`config.mk`:
```
export PLATFORM = sky130hd
export DESIGN_NAME = system_fetch_unit
export DESIGN_NICKNAME = d
export VERILOG_FILES = /design/src/rtl/system_types_pkg.sv /design/src/rtl/system_fetch_fifo.sv /design/src/rtl/system_fetch_unit.sv
export SDC_FILE = /design/constraint.sdc
export NUM_CORES = 1
export LEC_CHECK = 0
export BUFFER_PORTS_ARGS = -buffer_cell sky130_fd_sc_hd__buf_2
export CELL_PAD_IN_SITES_DETAIL_PLACEMENT = 0
export CELL_PAD_IN_SITES_GLOBAL_PLACEMENT = 1
export CORE_UTILIZATION = 46
export CTS_CLUSTER_DIAMETER = 120
export DETAILED_ROUTE_END_ITERATION = 6
export PLACE_DENSITY = 0.82
export SLEW_MARGIN = 20
export SYNTH_ARGS = -nofsm -noshare
export SYNTH_HDL_FRONTEND = slang
export SYNTH_SLANG_ARGS = --single-unit
```
`constraint.sdc`:
```
create_clock -name system1000 -period 3.39 [get_ports system1000]
set_input_delay 0.1695 -clock system1000 [delete_from_list [all_inputs] [get_ports system1000]]
set_output_delay 0.1695 -clock system1000 [all_outputs]
set_load 0.03 [all_outputs]
```
`src/rtl/system_types_pkg.sv`:
```
// Shared types and sizing for the instruction-fetch front end.
package system_types_pkg;

   localparam int PC_W    = 8;
   localparam int INSTR_W = 16;
   localparam int DEPTH   = 2;

   typedef logic signed [PC_W-1:0] pc_t;
   typedef logic [INSTR_W-1:0]     instr_t;

   // Tag remembered for every accepted fetch request.
   typedef struct packed {
      pc_t  pc;
      logic epoch;
   } fetch_tag_t;

   // Entry held in the instruction buffer for decode.
   typedef struct packed {
      instr_t instr;
      pc_t    pc;
   } dec_entry_t;

   localparam int TAG_W   = $bits(fetch_tag_t);
   localparam int ENTRY_W = $bits(dec_entry_t);

endpackage

```
`src/rtl/system_fetch_fifo.sv`:
```
// Two-entry synchronous FIFO with flush. The head entry is read straight
// out of a register, so data_o is a registered output.
module system_fetch_fifo #(
   parameter int W = 8
) (
   input  logic         clk_i,
   input  logic         rst_i,
   input  logic         push_i,
   input  logic         pop_i,
   input  logic         flush_i,
   input  logic [W-1:0] data_i,
   output logic [W-1:0] data_o,
   output logic         empty_o,
   output logic [1:0]   count_o
);

   logic [W-1:0] mem_q [2];
   logic         rd_ptr_q, rd_ptr_d;
   logic         wr_ptr_q, wr_ptr_d;
   logic [1:0]   count_q, count_d;
   logic         do_push, do_pop;

   assign empty_o = (count_q == 2'd0);
   assign count_o = count_q;
   assign data_o  = mem_q[rd_ptr_q];
   // A full FIFO still takes a push when the head leaves in the same cycle.
   assign do_pop  = pop_i & ~empty_o;
   assign do_push = push_i & ((count_q != 2'd2) | do_pop);

   // Next pointers and occupancy; flush returns the FIFO to empty.
   always_comb begin
      // NOTE: defaults first so every path assigns each signal and no latch is inferred.
      rd_ptr_d = rd_ptr_q;
      wr_ptr_d = wr_ptr_q;
      count_d  = count_q;
      if (flush_i) begin
         rd_ptr_d = 1'b0;
         wr_ptr_d = 1'b0;
         count_d  = 2'd0;
      end else begin
         if (do_push) wr_ptr_d = ~wr_ptr_q;
         if (do_pop)  rd_ptr_d = ~rd_ptr_q;
         count_d = count_q + {1'b0, do_push} - {1'b0, do_pop};
      end
   end

   // Pointer, occupancy and storage registers.
   always_ff @(posedge clk_i or posedge rst_i) begin
      if (rst_i) begin
         // NOTE: storage is reset because the head entry drives outputs that must read zero out of reset.
         mem_q[0] <= '0;
         mem_q[1] <= '0;
         rd_ptr_q <= 1'b0;
         wr_ptr_q <= 1'b0;
         count_q  <= 2'd0;
      end else begin
         // NOTE: non-blocking assignments so every register samples pre-edge values.
         rd_ptr_q <= rd_ptr_d;
         wr_ptr_q <= wr_ptr_d;
         count_q  <= count_d;
         if (do_push && !flush_i) mem_q[wr_ptr_q] <= data_i;
      end
   end

endmodule

```
`src/rtl/system_fetch_unit.sv`:
```
// Instruction-fetch front end: owns the PC, issues in-order fetches under a
// shared credit limit, and buffers returned words for decode. A 1-bit epoch
// discards responses that were in flight when a redirect happened.
// Optional macro SYSTEM_FETCH_DROPCNT_EN adds drop_cnt, a saturating count of
// epoch-mismatched responses.
module system_fetch_unit
   import system_types_pkg::*;
(
   input  logic               system1000,
   input  logic               system1000_rst,
   input  logic               redir_valid,
   input  logic [PC_W-1:0]    redir_pc,
   output logic               imem_req_valid,
   input  logic               imem_req_ready,
   output logic [PC_W-1:0]    imem_req_addr,
   input  logic               imem_rsp_valid,
   input  logic [INSTR_W-1:0] imem_rsp_data,
   output logic               dec_valid,
   input  logic               dec_ready,
   output logic [INSTR_W-1:0] dec_instr,
   output logic [PC_W-1:0]    dec_pc
`ifdef SYSTEM_FETCH_DROPCNT_EN
   ,
   output logic [7:0]         drop_cnt
`endif
);

   pc_t        pc_q, pc_d;
   logic       epoch_q, epoch_d;
   fetch_tag_t tag_in, tag_head;
   dec_entry_t buf_in, buf_head;
   logic [1:0] tag_cnt, buf_cnt;
   logic [2:0] occupancy;
   logic       tag_empty, buf_empty;
   logic       req_fire, rsp_fire, tag_match, buf_push, dec_fire;

   // Outstanding requests plus buffered words share one credit pool.
   assign occupancy      = {1'b0, tag_cnt} + {1'b0, buf_cnt};
   assign imem_req_valid = (occupancy < 3'(DEPTH)) & ~system1000_rst;
   assign imem_req_addr  = pc_q;
   assign req_fire       = imem_req_valid & imem_req_ready;

   // A response with no tag outstanding is a protocol error and is ignored.
   assign rsp_fire  = imem_rsp_valid & ~tag_empty;
   assign tag_match = (tag_head.epoch == epoch_q);
   assign buf_push  = rsp_fire & tag_match & ~redir_valid;
   assign dec_fire  = dec_valid & dec_ready;

   assign tag_in = '{pc: pc_q, epoch: epoch_q};
   assign buf_in = '{instr: imem_rsp_data, pc: tag_head.pc};

   assign dec_valid = ~buf_empty;
   assign dec_instr = buf_head.instr;
   assign dec_pc    = buf_head.pc;

   // Tags of accepted requests; never flushed, drained only by responses.
   system_fetch_fifo #(.W(TAG_W)) u_tag_fifo (
      .clk_i   (system1000),
      .rst_i   (system1000_rst),
      .push_i  (req_fire),
      .pop_i   (rsp_fire),
      .flush_i (1'b0),
      .data_i  (tag_in),
      .data_o  (tag_head),
      .empty_o (tag_empty),
      .count_o (tag_cnt)
   );

   // Instruction buffer toward decode; a redirect flushes it.
   system_fetch_fifo #(.W(ENTRY_W)) u_instr_buf (
      .clk_i   (system1000),
      .rst_i   (system1000_rst),
      .push_i  (buf_push),
      .pop_i   (dec_fire),
      .flush_i (redir_valid),
      .data_i  (buf_in),
      .data_o  (buf_head),
      .empty_o (buf_empty),
      .count_o (buf_cnt)
   );

   // Next PC and epoch: a redirect wins over sequential increment.
   always_comb begin
      pc_d    = pc_q;
      epoch_d = epoch_q;
      if (redir_valid) begin
         pc_d    = redir_pc;
         epoch_d = ~epoch_q;
      end else if (req_fire) begin
         pc_d = pc_q + pc_t'(1);
      end
   end

   // PC and epoch registers.
   always_ff @(posedge system1000 or posedge system1000_rst) begin
      if (system1000_rst) begin
         pc_q    <= '0;
         epoch_q <= 1'b0;
      end else begin
         pc_q    <= pc_d;
         epoch_q <= epoch_d;
      end
   end

`ifdef SYSTEM_FETCH_DROPCNT_EN
   logic [7:0] drop_q, drop_d;

   assign drop_cnt = drop_q;

   // Saturating count of responses discarded for a stale epoch.
   always_comb begin
      drop_d = drop_q;
      if (rsp_fire && !tag_match && drop_q != 8'hFF) drop_d = drop_q + 8'd1;
   end

   // Drop counter register.
   always_ff @(posedge system1000 or posedge system1000_rst) begin
      if (system1000_rst) drop_q <= 8'd0;
      else                drop_q <= drop_d;
   end
`endif

endmodule

```
==> results of run 1 <==
cells by family after synthesis:
| logic type | Yosys count | share of synthesized area (%) |
|---|---|---|
| flip-flops | 83 | 53.7 |
| buffers and inverters | 19 | 3.62 |
| XOR/XNOR | 16 | 3.62 |
| AND/OR/NAND/NOR | 34 | 5.02 |
| AO/OA/AOI/OAI | 12 | 1.94 |
| adder cells (fa/ha/maj) | 6 | 2.14 |
| multiplexers | 100 | 29.9 |
power breakdown:
group          leakage, uW  internal, uW  switching (uW)
clock            0.0000893           291             363
combinational      0.00100           909             973
sequential         0.00104          1410             266
total              0.00213          2610            1600
registers in the layout (all words and copies together), names as in the netlist, 2 cells and up:
register and flops:
imem_req_addr 8, u_instr_buf.count_o 2, u_instr_buf.mem_q 48, u_tag_fifo.count_o 2
u_tag_fifo.mem_q 18
worst max-delay path by stage:
stage / from / to / slack [ps]
global placement: u_tag_fifo.count_o[0]$_DFF_PP0_ / u_tag_fifo.mem_q[17]$_DFFE_PP0P_ / 750
finish: u_tag_fifo.count_o[0]$_DFF_PP0_ / u_tag_fifo.mem_q[14]$_DFFE_PP0P_ / 650
detailed placement: u_tag_fifo.count_o[0]$_DFF_PP0_ / u_tag_fifo.mem_q[10]$_DFFE_PP0P_ / 660
CTS: u_tag_fifo.count_o[0]$_DFF_PP0_ / u_tag_fifo.mem_q[14]$_DFFE_PP0P_ / 660
global route: u_instr_buf.count_o[0]$_DFF_PP0_ / u_tag_fifo.mem_q[14]$_DFFE_PP0P_ / 480
floorplan: u_tag_fifo.count_o[0]$_DFF_PP0_ / u_tag_fifo.mem_q[10]$_DFFE_PP0P_ / 940
metrics by stage:
stage / util [%] / setup slack, ps / area [sq um] / cells / power, uW
2_1_floorplan: - / 940 / 3870 / 270 / 3200
3_3_place_gp: 51.7 / 754 / 4220 / 429 / 3540
3_5_place_dp: 51.7 / 661 / 4220 / 429 / 3600
4_1_cts: 54.0 / 658 / 4420 / 446 / 4270
5_1_grt: 54.0 / 483 / 4420 / 446 / 4500
6_report: 54.0 / 650 / 4420 / 446 / 4210
layout make-up:
cell class | count | area [sq um]
clock buffers | 10 | 138
clock inverters | 6 | 46.3
fillers | 714 | 3760
inverters | 7 | 27.5
multi-input cells | 168 | 1650
flip-flops and latches | 83 | 2080
well taps | 105 | 131
repair buffers | 67 | 348
worst max-delay path: stages (launching register included):
cell and delay (ps):
dfrtp_1 390, inv_1 70, nor2_1 130, fa_1 490, nor4b_4 610, o31a_4 280, and2b_2 330, mux2_4 330
routing by layer:
metal  track usage, %  up-vias  wire (microns)
met5                0        -               0
met4             9.62        0             155
met3             3.32       11             215
met2             26.0       38            3180
met1             22.4     1136            3100
li1                 -     1073               -
cells in the final DEF (no fill, tap or decap), types with 2 or more instances in the layout:
master / Yosys / routed
buf_4: 0 / 3
nand2_1: 10 / 10
dfrtp_1: 83 / 83
nor2b_1: 2 / 2
xor2_1: 10 / 10
clkinvlp_4: 0 / 2
and2_1: 2 / 2
nand3_1: 3 / 3
ha_1: 5 / 5
buf_2: 0 / 63
xnor2_1: 6 / 6
nor2_1: 6 / 6
inv_6: 0 / 2
mux2_4: 9 / 9
mux2i_1: 2 / 2
inv_1: 7 / 6
mux2_2: 87 / 87
clkbuf_8: 0 / 10
nand4_1: 2 / 2
o21ai_0: 9 / 9
and3_1: 2 / 2
clkinv_2: 0 / 2
mux2_1: 2 / 2
what timing repair did:
item,CTS,global route
endpoints found under the hold margin,40,0
resized for setup,0,0
hold buffers,1,0
==> results.md, run 1 <==
- Tightest Pin Transition: 700 ps
- Routed WL per cell: roughly 15 microns
- WS Path Type: flip-flop to flip-flop
- Routed vias/inst: just over 5
- Crit-path max FO: 9
- Pin count of the biggest net entering global routing: 44
- Max rail drop VDD: 0.000544 V
- Syn_area_per_cell: 14.3 sq um
- Yosys reg bits: 83
- H-tree levels: 3
- Clock slew at reported path FFs: 80 ps
- Final nets: 372
- Hold path depth: 3
- Hold Path Sink: imem_req_addr[2]$_DFFE_PP0P_
- # diodes: 0
- RSZ-0062 raised after global routing: false
- Post-route antenna net violation count: 0
- Clk_lat worst skew: 360 ps
- PwrDens: between 900 and 1000 nW/um^2
- Dominant cells by area after synthesis: dfrtp_1, mux2_2, mux2_4, xor2_1, ha_1
- Min cycle time layout: 2740 ps
- Total grt overflow: 0
- Final hold vios: 0
- Post-synth net total: 306
- Setup repair bufs after CTS: 0
- Worst r2r path cells: 7
- Achievable frequency: approximately 360 MHz
- TritonCTS Buffers: 9
- Detailed Route WL: 6.65 mm
- Final TNS setup: 0 ps
- Die ar.: 8780 sq um
- Synthesized area: 3870 sq um
- Clock buffer depth: 2
- Ys Warns: 0
- Root buf cell: clkbuf_8
- GRT Total Usage: roughly 17%
- Crit path capture type: flip-flop
- HPWL Detailed: 4.55 mm
- Layout cell share with drive strength beyond 1: 54.3%
- Final setup viols: 0
- Flop2flop setup slack: roughly 650 ps
- Hold Path Class: input pin to flip-flop
- Final Max Tran Viols: 0
- Seq/Total Area, Yosys: around 54%
- Die H: 93.7 microns
- Synth top area share: 53.7%
- Vias in the first global route: 2,297
- Die X: 93.7 microns
- Row count: 33
- Routed via count: 2,258
- EDFF count, synth: 0
- Total core area: 8180 sq um
- Mapped Cells: 270
- Most frequent cell after synthesis: mux2_2
- Netlist cell types: 33
- Layout Skew: 13.5 ps
- Most used flip-flop cell after synthesis: dfrtp_1
- Detailed Route Iter0 Violations: 80
- DRC viols: 0
- Worst R2R End: u_tag_fifo.mem_q[14]$_DFFE_PP0P_
- Initial Util: 47.3%
- Worst Path Required: 3630 ps
- CTS tree: yes
- TritonRoute pass-1 iters: 4
- Hold_sp: redir_pc[2]
- FFs w/ async S/R, synth: 100%
- Maxcap violations: 0
- R2R Path Start: u_tag_fifo.count_o[0]$_DFF_PP0_
- Port Buf Inserts: 63
- Cell taking the most area after synthesis: dfrtp_1
- Worst hold slack: 28.7 ps
- Top Ports: 64
- CP startpoint kind: flip-flop
- P&R area growth vs syn: 14.2%
- First-pass GRT wire length: 11.2 mm
- Outcome: finished clean
- Placer congestion estimate: 0.721
- Leak pwr: 0.00213 uW
- Slew HR: a little over half
- Crit path DAT: around 3000 ps
- Top post-synthesis cells by count: mux2_2, dfrtp_1, nand2_1, xor2_1
- Antenna violations before repair: 0
- Clock Sinks: 83
- Period utilization: 80.8%
(Power assumes the default switching activity.)
==> run 2: changes to the inputs <==
clock period = 2.7 ns   (was 3.39 ns; I/O delays follow)
==> results.md, run 2 (synthesized netlist as in run 1, its figures left out) <==
- Comb pwr share: between 40% and 50%
- Maxcap violations: 0
- Antenna violations before repair: 0
- Root buf cell: clkbuf_8
- # diodes: 0
- Clock Sinks: 83
- Clk_lat worst skew: about 350 ps
- DRC viols: 0
- Footprint of the multi-input gates: 1650 sq um
- Placer congestion estimate: roughly 0.76
- Crit-path max FO: 9
- Largest Register: u_instr_buf.mem_q
- Final nets: 382
- Die ar.: 8780 sq um
- Routed vias/inst: 5.04
- Commonest non-fill, non-tap cells in the layout: mux2_2, dfrtp_1, buf_2
- Post-route antenna net violation count: 0
- Final setup viols: 0
- Tightest Pin Transition: 532 ps
- Detailed Route WL: 6.91 mm
- Initial Util: 47.3%
- Routed via count: 2,299
- Layout cell share with drive strength beyond 1: 53.6%
- Row count: 33
- Final Max Tran Viols: 0
- Switching share of total power: between 30% and 40%
- Int Power: 3410 uW
- TritonCTS Buffers: 9
- Slew HR: about 65%
- Final hold vios: 0
- CTS tree: yes
- Period utilization: 89.5%
- CP max stage delay: ~480 ps
- Vias in the first global route: 2,383
- Clock slew at reported path FFs: 80 ps
- Min cycle time layout: 2420 ps
- Die H: 93.7 microns
- GRT Total Usage: 17.3%
- Worst Path Required: a little under 3000 ps
- Critical path startpoint: u_tag_fifo.count_o[0]$_DFF_PP0_
- Die X: 93.7 microns
- Most common cell after layout, fill and taps aside: mux2_2
- Hold_sp: redir_pc[2]
- PwrDens: 1190 nW/um^2
- Routed WL per cell: 15.1 microns
- CP max-delay cell: fa_1
- HPWL Detailed: roughly 4.6 mm
- Max reg flops: 48
- Worst hold slack: 13.2 ps
- Achievable frequency: 414 MHz
- Dpl ws: around 280 ps
- Setup repair bufs after CTS: 0
- Final core occ: 55.8%
- Reg power frac: 38.0%
- Final TNS setup: 0 ps
- Post-placement cell count: 432
- Layout Skew: 9.81 ps
- Layout Cells excl Fill: 456
- Final WS setup: 285 ps
- First-pass GRT wire length: approximately 12 mm
- Total area of sequential cells: 2080 sq um
- WS Path Type: flip-flop to flip-flop
- Top Ports: 64
- Fill cells: 711
- Leak pwr: 0.00220 uW
- H-tree levels: 3
- RSZ-0062 raised after global routing: false
- Outcome: finished clean
- Clock power frac: roughly 17%
- Hold path depth: 3
- Max rail drop VDD: 0.000575 V
- Hold Path Class: input pin to flip-flop
- Pin count of the biggest net entering global routing: 56
- Detailed Route Iter0 Violations: 114
- Total grt overflow: 0
- Crit path DAT: 2640 ps
- P&R area growth vs syn: 18.0%
- Crit path capture type: flip-flop
- CP Cell Sequence: inv_1 > nor2_1 > fa_1 > nor4b_4 > o31a_4 > and2b_2 > mux2_4
- Total core area: 8180 sq um
- TritonRoute pass-1 iters: 6
- Clock buffer depth: 2
- Port Buf Inserts: 63
- Worst r2r path cells: 7
- Post-CTS sizing: 0
- CP startpoint kind: flip-flop
- R2R Path Start: u_tag_fifo.count_o[0]$_DFF_PP0_
- Switching pwr: 2040 uW
run 2: cell types whose count changed in the layout (fill, tap and decap cells not counted), sizes merged:
cell,previous run,this run
buf,66,69
dlygate4sd3,1,8
clkinvlp,2,1
bufinv,0,1
clkinv,3,4
inv,8,7
run 2: area by class of cell:
cell class | instances | area share, %
flip-flops and latches | 83 | 45.5
clock inverters | 6 | 1.59
multi-input cells | 168 | 36.2
inverters | 7 | 0.604
well taps | 105 | 2.88
clock buffers | 10 | 3.02
repair buffers | 77 | 10.2
run 2: layer usage:
metal / part of all wire (%) / routed length (microns) / vias to the layer above / global-route usage [%]
li1: - / - / 1093 / -
met1: 46 / 3180 / 1164 / 22.6
met2: 49 / 3410 / 37 / 28.2
met3: 3.4 / 237 / 5 / 3.80
met4: 1.1 / 74 / 0 / 6.92
met5: 0 / 0 / - / 0
run 2: what timing repair did:
item	4_1_cts	5_1_grt
hold endpoints to repair	35	0
endpoints found under the setup margin	0	0
hold buffers	8	0
run 2: power groups by stage:
stage	Sequential, uW	Combinational (uW)	Clock [uW]
finish	2070	2460	916
global route	2140	2660	995
CTS	2070	2500	944
detailed placement	2090	2480	0
global placement	2060	2430	0
floorplan	2030	1990	0
run 2: worst max-delay path: cells and delay by family, from the launching register on:
kind | cells | cell delay [ps]
buffers and inverters | 1 | 70
DFF | 1 | 390
and+or+nand+nor | 3 | 810
AOI/OAI and AO/OA | 1 | 220
muxes | 1 | 340
adders and majority gates | 1 | 480
run 2: stage by stage:
stage / cell area (sq um) / power [uW]
2_1_floorplan: 3870 / 4020
3_3_place_gp: 4270 / 4490
3_5_place_dp: 4270 / 4570
4_1_cts: 4560 / 5520
5_1_grt: 4560 / 5800
6_report: 4560 / 5450
run 2: final timing paths:
path	slack, ps	endpoint
min in group asynchronous	390	u_instr_buf.mem_q[46]$_DFFE_PP0P_
max in group asynchronous	1660	imem_req_addr[7]$_DFFE_PP0P_
worst min-delay path	10	imem_req_addr[2]$_DFFE_PP0P_
worst max register to register	280	u_tag_fifo.mem_q[11]$_DFFE_PP0P_
worst max-delay path	280	u_tag_fifo.mem_q[11]$_DFFE_PP0P_
worst min register to register	490	u_instr_buf.mem_q[29]$_DFFE_PP0P_
